`src/rtl/parking_pkg.sv`:
```
// Shared types and default sizing for the parking gate controller.
package parking_pkg;

  typedef enum logic [1:0] {
    IDLE  = 2'd0,
    ENTER = 2'd1,
    EXIT  = 2'd2,
    GATE  = 2'd3
  } state_t;

  localparam int NUM_SLOTS_DEF     = 3;
  localparam int TIME_W_DEF        = 10;
  localparam int RATE_DEF          = 2;
  localparam int GATE_OPEN_CYC_DEF = 5;

  // Slot indices are always 2 bits wide, so at most four slots.
  localparam int SLOT_W = 2;

  localparam logic [TIME_W_DEF-1:0] FEE_MAX = {TIME_W_DEF{1'b1}};

endpackage

```
`src/rtl/parking_slot_alloc.sv`:
```
// Lowest-index free slot finder; free_slot is 0 when the lot is full.
module parking_slot_alloc
  import parking_pkg::*;
#(
  parameter int NUM_SLOTS = NUM_SLOTS_DEF
) (
  input  logic [NUM_SLOTS-1:0] occupied,
  output logic [SLOT_W-1:0]    free_slot,
  output logic                 full
);

  // Scan from the top down so the lowest free index wins.
  always_comb begin
    free_slot = '0;
    full      = 1'b1;
    for (int i = NUM_SLOTS - 1; i >= 0; i--) begin
      if (!occupied[i]) begin
        free_slot = SLOT_W'(i);
        full      = 1'b0;
      end
    end
  end

endmodule

```
`src/rtl/parking_gate_controller.sv`:
```
// Shared entry/exit gate sequencer with per-slot arrival stamps and exit fee.
//
// state | meaning
// IDLE  | waiting for a request; arbitrates entry vs exit
// ENTER | allocate lowest free slot or reject when full
// EXIT  | validate slot, compute fee, free the slot or reject
// GATE  | gate held open for GATE_OPEN_CYC cycles
module parking_gate_controller
  import parking_pkg::*;
#(
  parameter int NUM_SLOTS     = NUM_SLOTS_DEF,
  parameter int TIME_W        = TIME_W_DEF,
  parameter int RATE          = RATE_DEF,
  parameter int GATE_OPEN_CYC = GATE_OPEN_CYC_DEF
) (
  input  logic                 clk,
  input  logic                 reset,
  input  logic                 tick,
  input  logic                 enter_req,
  input  logic                 exit_req,
  input  logic [SLOT_W-1:0]    exit_slot,
  output logic                 enter_ack,
  output logic                 enter_reject,
  output logic                 exit_ack,
  output logic                 exit_reject,
  output logic [SLOT_W-1:0]    assigned_slot,
  output logic [NUM_SLOTS-1:0] occupied,
  output logic [TIME_W-1:0]    fee,
  output logic                 fee_valid,
  output logic                 gate_open,
  output logic                 busy,
  output logic [TIME_W-1:0]    time_now
);

  localparam int CNT_W = $clog2(GATE_OPEN_CYC + 1);
  localparam logic [CNT_W-1:0] GATE_LOAD = CNT_W'(GATE_OPEN_CYC - 1);
  localparam logic [2*TIME_W-1:0] FEE_LIM = {{TIME_W{1'b0}}, {TIME_W{1'b1}}};

  state_t              state;
  state_t              next_state;
  logic                pri_exit;
  logic [SLOT_W-1:0]   exit_slot_q;
  logic [SLOT_W-1:0]   assigned_q;
  logic [SLOT_W-1:0]   free_slot;
  logic                full;
  logic                slot_ok;
  logic                enter_go;
  logic                exit_go;
  logic [TIME_W-1:0]   stamp [NUM_SLOTS];
  logic [TIME_W-1:0]   fee_q;
  logic [TIME_W-1:0]   elapsed;
  logic [TIME_W-1:0]   fee_calc;
  logic [2*TIME_W-1:0] product;
  logic [CNT_W-1:0]    gate_cnt;

  parking_slot_alloc #(
    .NUM_SLOTS (NUM_SLOTS)
  ) u_slot_alloc (
    .occupied  (occupied),
    .free_slot (free_slot),
    .full      (full)
  );

  // Exit slot is latched in IDLE so a glitch on exit_slot cannot change the
  // slot mid-transaction. The out-of-range test guards the occupancy lookup.
  assign slot_ok  = (int'(exit_slot_q) < NUM_SLOTS) && occupied[exit_slot_q];
  assign enter_go = (state == ENTER) && !full;
  assign exit_go  = (state == EXIT) && slot_ok;

  // Modular subtraction handles time counter wrap; the wide product saturates.
  assign elapsed  = time_now - stamp[exit_slot_q];
  assign product  = {{TIME_W{1'b0}}, elapsed} * (2*TIME_W)'(RATE);
  assign fee_calc = (product > FEE_LIM) ? {TIME_W{1'b1}} : product[TIME_W-1:0];

  // State register.
  always_ff @(posedge clk) begin
    if (!reset) begin
      state <= IDLE;
    end else begin
      state <= next_state;
    end
  end

  // Next-state logic, including alternating priority on simultaneous requests.
  always_comb begin
    next_state = state;
    unique case (state)
      IDLE: begin
        if (enter_req && exit_req) begin
          next_state = pri_exit ? EXIT : ENTER;
        end else if (exit_req) begin
          next_state = EXIT;
        end else if (enter_req) begin
          next_state = ENTER;
        end
      end
      ENTER:   next_state = full ? IDLE : GATE;
      EXIT:    next_state = slot_ok ? GATE : IDLE;
      GATE:    next_state = (gate_cnt == '0) ? IDLE : GATE;
      default: next_state = IDLE;
    endcase
  end

  // Outputs; slot and fee show the new value in the ack cycle, then hold.
  always_comb begin
    enter_ack     = enter_go;
    enter_reject  = (state == ENTER) && full;
    exit_ack      = exit_go;
    exit_reject   = (state == EXIT) && !slot_ok;
    fee_valid     = exit_go;
    gate_open     = (state == GATE);
    busy          = (state != IDLE);
    assigned_slot = enter_go ? free_slot : assigned_q;
    fee           = exit_go ? fee_calc : fee_q;
  end

  // Time base, slot bookkeeping, priority pointer and gate down-counter.
  always_ff @(posedge clk) begin
    if (!reset) begin
      time_now    <= '0;
      occupied    <= '0;
      assigned_q  <= '0;
      fee_q       <= '0;
      gate_cnt    <= '0;
      pri_exit    <= 1'b1;
      exit_slot_q <= '0;
      for (int i = 0; i < NUM_SLOTS; i++) begin
        stamp[i] <= '0;
      end
    end else begin
      if (tick) begin
        time_now <= time_now + TIME_W'(1);
      end
      if (state == IDLE) begin
        exit_slot_q <= exit_slot;
        if (enter_req && exit_req) begin
          pri_exit <= ~pri_exit;
        end
      end
      if (enter_go) begin
        occupied[free_slot] <= 1'b1;
        stamp[free_slot]    <= time_now;
        assigned_q          <= free_slot;
        gate_cnt            <= GATE_LOAD;
      end
      if (exit_go) begin
        occupied[exit_slot_q] <= 1'b0;
        fee_q                 <= fee_calc;
        gate_cnt              <= GATE_LOAD;
      end
      if ((state == GATE) && (gate_cnt != '0)) begin
        gate_cnt <= gate_cnt - CNT_W'(1);
      end
    end
  end

endmodule

```
`config.mk`:
```
export PLATFORM = sky130hd
export DESIGN_NAME = parking_gate_controller
export DESIGN_NICKNAME = d
export VERILOG_FILES = /design/src/rtl/parking_pkg.sv /design/src/rtl/parking_slot_alloc.sv /design/src/rtl/parking_gate_controller.sv
export SDC_FILE = /design/constraint.sdc
export NUM_CORES = 1
export LEC_CHECK = 0
export CORE_ASPECT_RATIO = 0.75
export CORE_MARGIN = 4
export CORE_UTILIZATION = 51
export DETAILED_ROUTE_END_ITERATION = 16
export PLACE_DENSITY_LB_ADDON = 0.1
export SYNTH_ARGS = -nofsm -noshare
export SYNTH_HDL_FRONTEND = slang
export SYNTH_SLANG_ARGS = --single-unit
```
`constraint.sdc`:
```
create_clock -name clk -period 3 [get_ports clk]
set_clock_uncertainty 0.05 [all_clocks]
set_input_delay 0.45 -clock clk [delete_from_list [all_inputs] [get_ports clk]]
set_output_delay 0.45 -clock clk [all_outputs]
set_load 0.05 [all_outputs]
```
==> metrics <==
layout cells sized above 1 about a quarter; final worst path period need 3.47 ns; reg-to-reg setup timing slack ~0.05 ns; post-route setup slack -0.471 ns; # clock sinks 75; max_cap viols 0; Crit path arrival time ~3.0 ns; synthesized flop and latch total 75; Die ar. 8690 sq um; mapped cell area approximately 3700 sq um; Syn Inst Count ~330; P&R area growth vs syn 35.5%; Leak slightly below 2 nW; DR pass1 iterations 4; chip height roughly 80 um; Max VDD drop ~0.29 mV; largest net degree at the start of global routing 38; root buf cell clkbuf_8; vias in the first global route between 2000 and 3000; Iter 0 DRT Violations 140; drt drc 0; Min-Delay Path Class register to register; placed cell count 497; Slowest cell on crit path mux4_1; antenna violations before repair 0; number of synthesized flops with an enable pin 40; most frequent cell after synthesis edfxtp_1; row cnt 26; hold_ws 0.416 ns; Final setup viols 10; GRT Overall Usage between 20% and 30%; Slew @ Worst Pin 0.675 ns; Final Hold Fails 0; ANT cells 0; slowest stage delay, CP around 0.55 ns; Yosys top cell by area edfxtp_1; Clk pin slew, worst setup/hold paths approximately 0.080 ns; pre-CTS setup slack -0.182 ns; H-tree lvl count 3; Post-synth top cells edfxtp_1, and2_1, dfxtp_1; Synth area leaders edfxtp_1, dfxtp_1, and2_1; outcome complete, but fails checks; critical path's top delay family compound AO/OA/AOI/OAI gates; ANT nets after route 0; Post-Layout Cell Count around 520; IO Count 39; CTS tree yes; Slew Limit Fails 0; Syn Area/Cell between 10 and 15 sq um; clk_lat worst skew about 0.35 ns; Final Util around 72%; CP max FO 5; total grt overflow 0; Nets approximately 440; Slew headroom a little over half; Final period util 116%; fmax ~290 MHz; maximum clock path buffer count 2; DR vias 2762; Detailed Route WL approximately 8400 um; CP startpoint kind register; Unique masters post-synth 44; total CTS buffers 9; first-pass GRT wire length between 10000 and 15000 um; Pwr Density about 550 nW/um^2; starting density of the core 53.4%; CP most frequent cell a21oi_2; Yosys top cell area share between 30 and 40%; critical path buffer and inverter count 4; core box area 6930 sq um; Detail Placement HPWL 5980 um; Ys Warns 0; die width approximately 110 um; Via density around 5.3; Setup CP Type register to primary output; WL/cell between 15 and 20 um; port bufs 38; type of element capturing the critical path primary output; CTS Hold Bufs 0; sequential area share after synthesis between 50% and 60%; dominant synthesized flop cell edfxtp_1; async set or reset register ratio after synthesis 0%; RSZ-0062 raised after global routing yes; CP Cell Sequence mux4_1 > inv_1 > ha_1 > a21oi_2 > o211ai_1 > a21oi_2 > xor2_2 > buf_4 > clkbuf_16 > a21oi_4 > buf_6; CP Data Required Time approximately 2.5 ns; failing checks negative setup slack; gpl congestion just under 0.8
[where the power goes]
part	switching, mW	internal, mW	leakage, nW
logic	0.398	0.328	1.13
registers	0.0350	1.13	0.697
clock network	0.386	0.472	0.108
[flip-flops by register name, summed over array words and instances (netlist names), named ones only]
register	flops
assigned_q	2
occupied	3
pri_exit	1
time_now	10
stamp	40
gate_cnt	3
state	2
exit_slot_q	2
fee_q	10
[worst paths after layout]
kind | startpoint | to | cells after the start
hold / removal | gate_cnt[2]$_SDFFE_PN0P_ | gate_cnt[2]$_SDFFE_PN0P_ | 2
setup reg to reg | register | fee_q[4]$_SDFF_PN0_ | 12
hold reg to reg | gate_cnt[2]$_SDFFE_PN0P_ | gate_cnt[2]$_SDFFE_PN0P_ | 2
setup / recovery | register | fee[2] | 11
[kinds of logic (layout without fill, tap and decap cells)]
| kind of cell | count (synthesis) | in the layout | synth area share [%] |
|---|---|---|---|
| multiplexers | 13 | 13 | 7.72 |
| AND/OR/NAND/NOR | 110 | 110 | 15.8 |
| buffers and inverters | 34 | 114 | 4.53 |
| flip-flops | 75 | 75 | 51.4 |
| other | 1 | 10 | 0.101 |
| adder cells (fa/ha/maj) | 13 | 13 | 4.60 |
| XOR/XNOR | 17 | 17 | 4.43 |
| AO/OA/AOI/OAI | 69 | 69 | 11.4 |
[worst reg2reg max path: cells and delay by family, from the launching register on]
family          cells  cell delay [ns]
buf+inv             5             0.64
compound gates      4             0.63
fa+ha+maj           1             0.27
flops               1             0.40
xor+xnor            1             0.28
mux                 1             0.55
[layout by cell type (no fill, tap or decap), types with 8 or more instances in the layout]
cell type	instances
a21oi_1	11
a31oi_1	9
a31oi_4	8
and2_1	39
buf_4	37
buf_6	12
clkbuf_8	9
clkdlybuf4s50_1	25
conb_1	10
dfxtp_1	34
edfxtp_1	40
ha_1	8
inv_1	15
nand2_1	20
nor2_1	18
o21ai_0	18
xnor2_1	10
[through the flow]
step / total power [mW] / instance area (sq um) / setup TNS (ns)
after floorplan: 1.61 / 3890 / -0.249
after global placement: 1.80 / 4590 / -0.717
after global routing: 2.88 / 5010 / -5.92
final: 2.75 / 5010 / -4.44
after CTS: 2.78 / 5020 / -4.07
after detailed placement: 1.82 / 4590 / -1.39
[layout make-up]
type / count / area (sq um)
fillers: 509 / 1920
multi-input cells: 232 / 1910
flip-flops and latches: 75 / 1910
repair buffers: 80 / 782
clock buffers: 9 / 124
well taps: 98 / 123
clock inverters: 7 / 97.6
inverters: 18 / 67.6
[metal layers]
metal	routed length [um]	track usage (%)
met1	3950	28.7
met2	3850	33.4
met3	505	5.58
met4	110	6.73
met5	0	0
[timing repair]
item	4_1_cts	5_1_grt
setup endpoints to repair	11	10
resized for setup	28	6
buffers inserted	4	1
pin swaps	10	8
cloned	2	0
No activity file was read; power rests on OpenSTA's default activity.
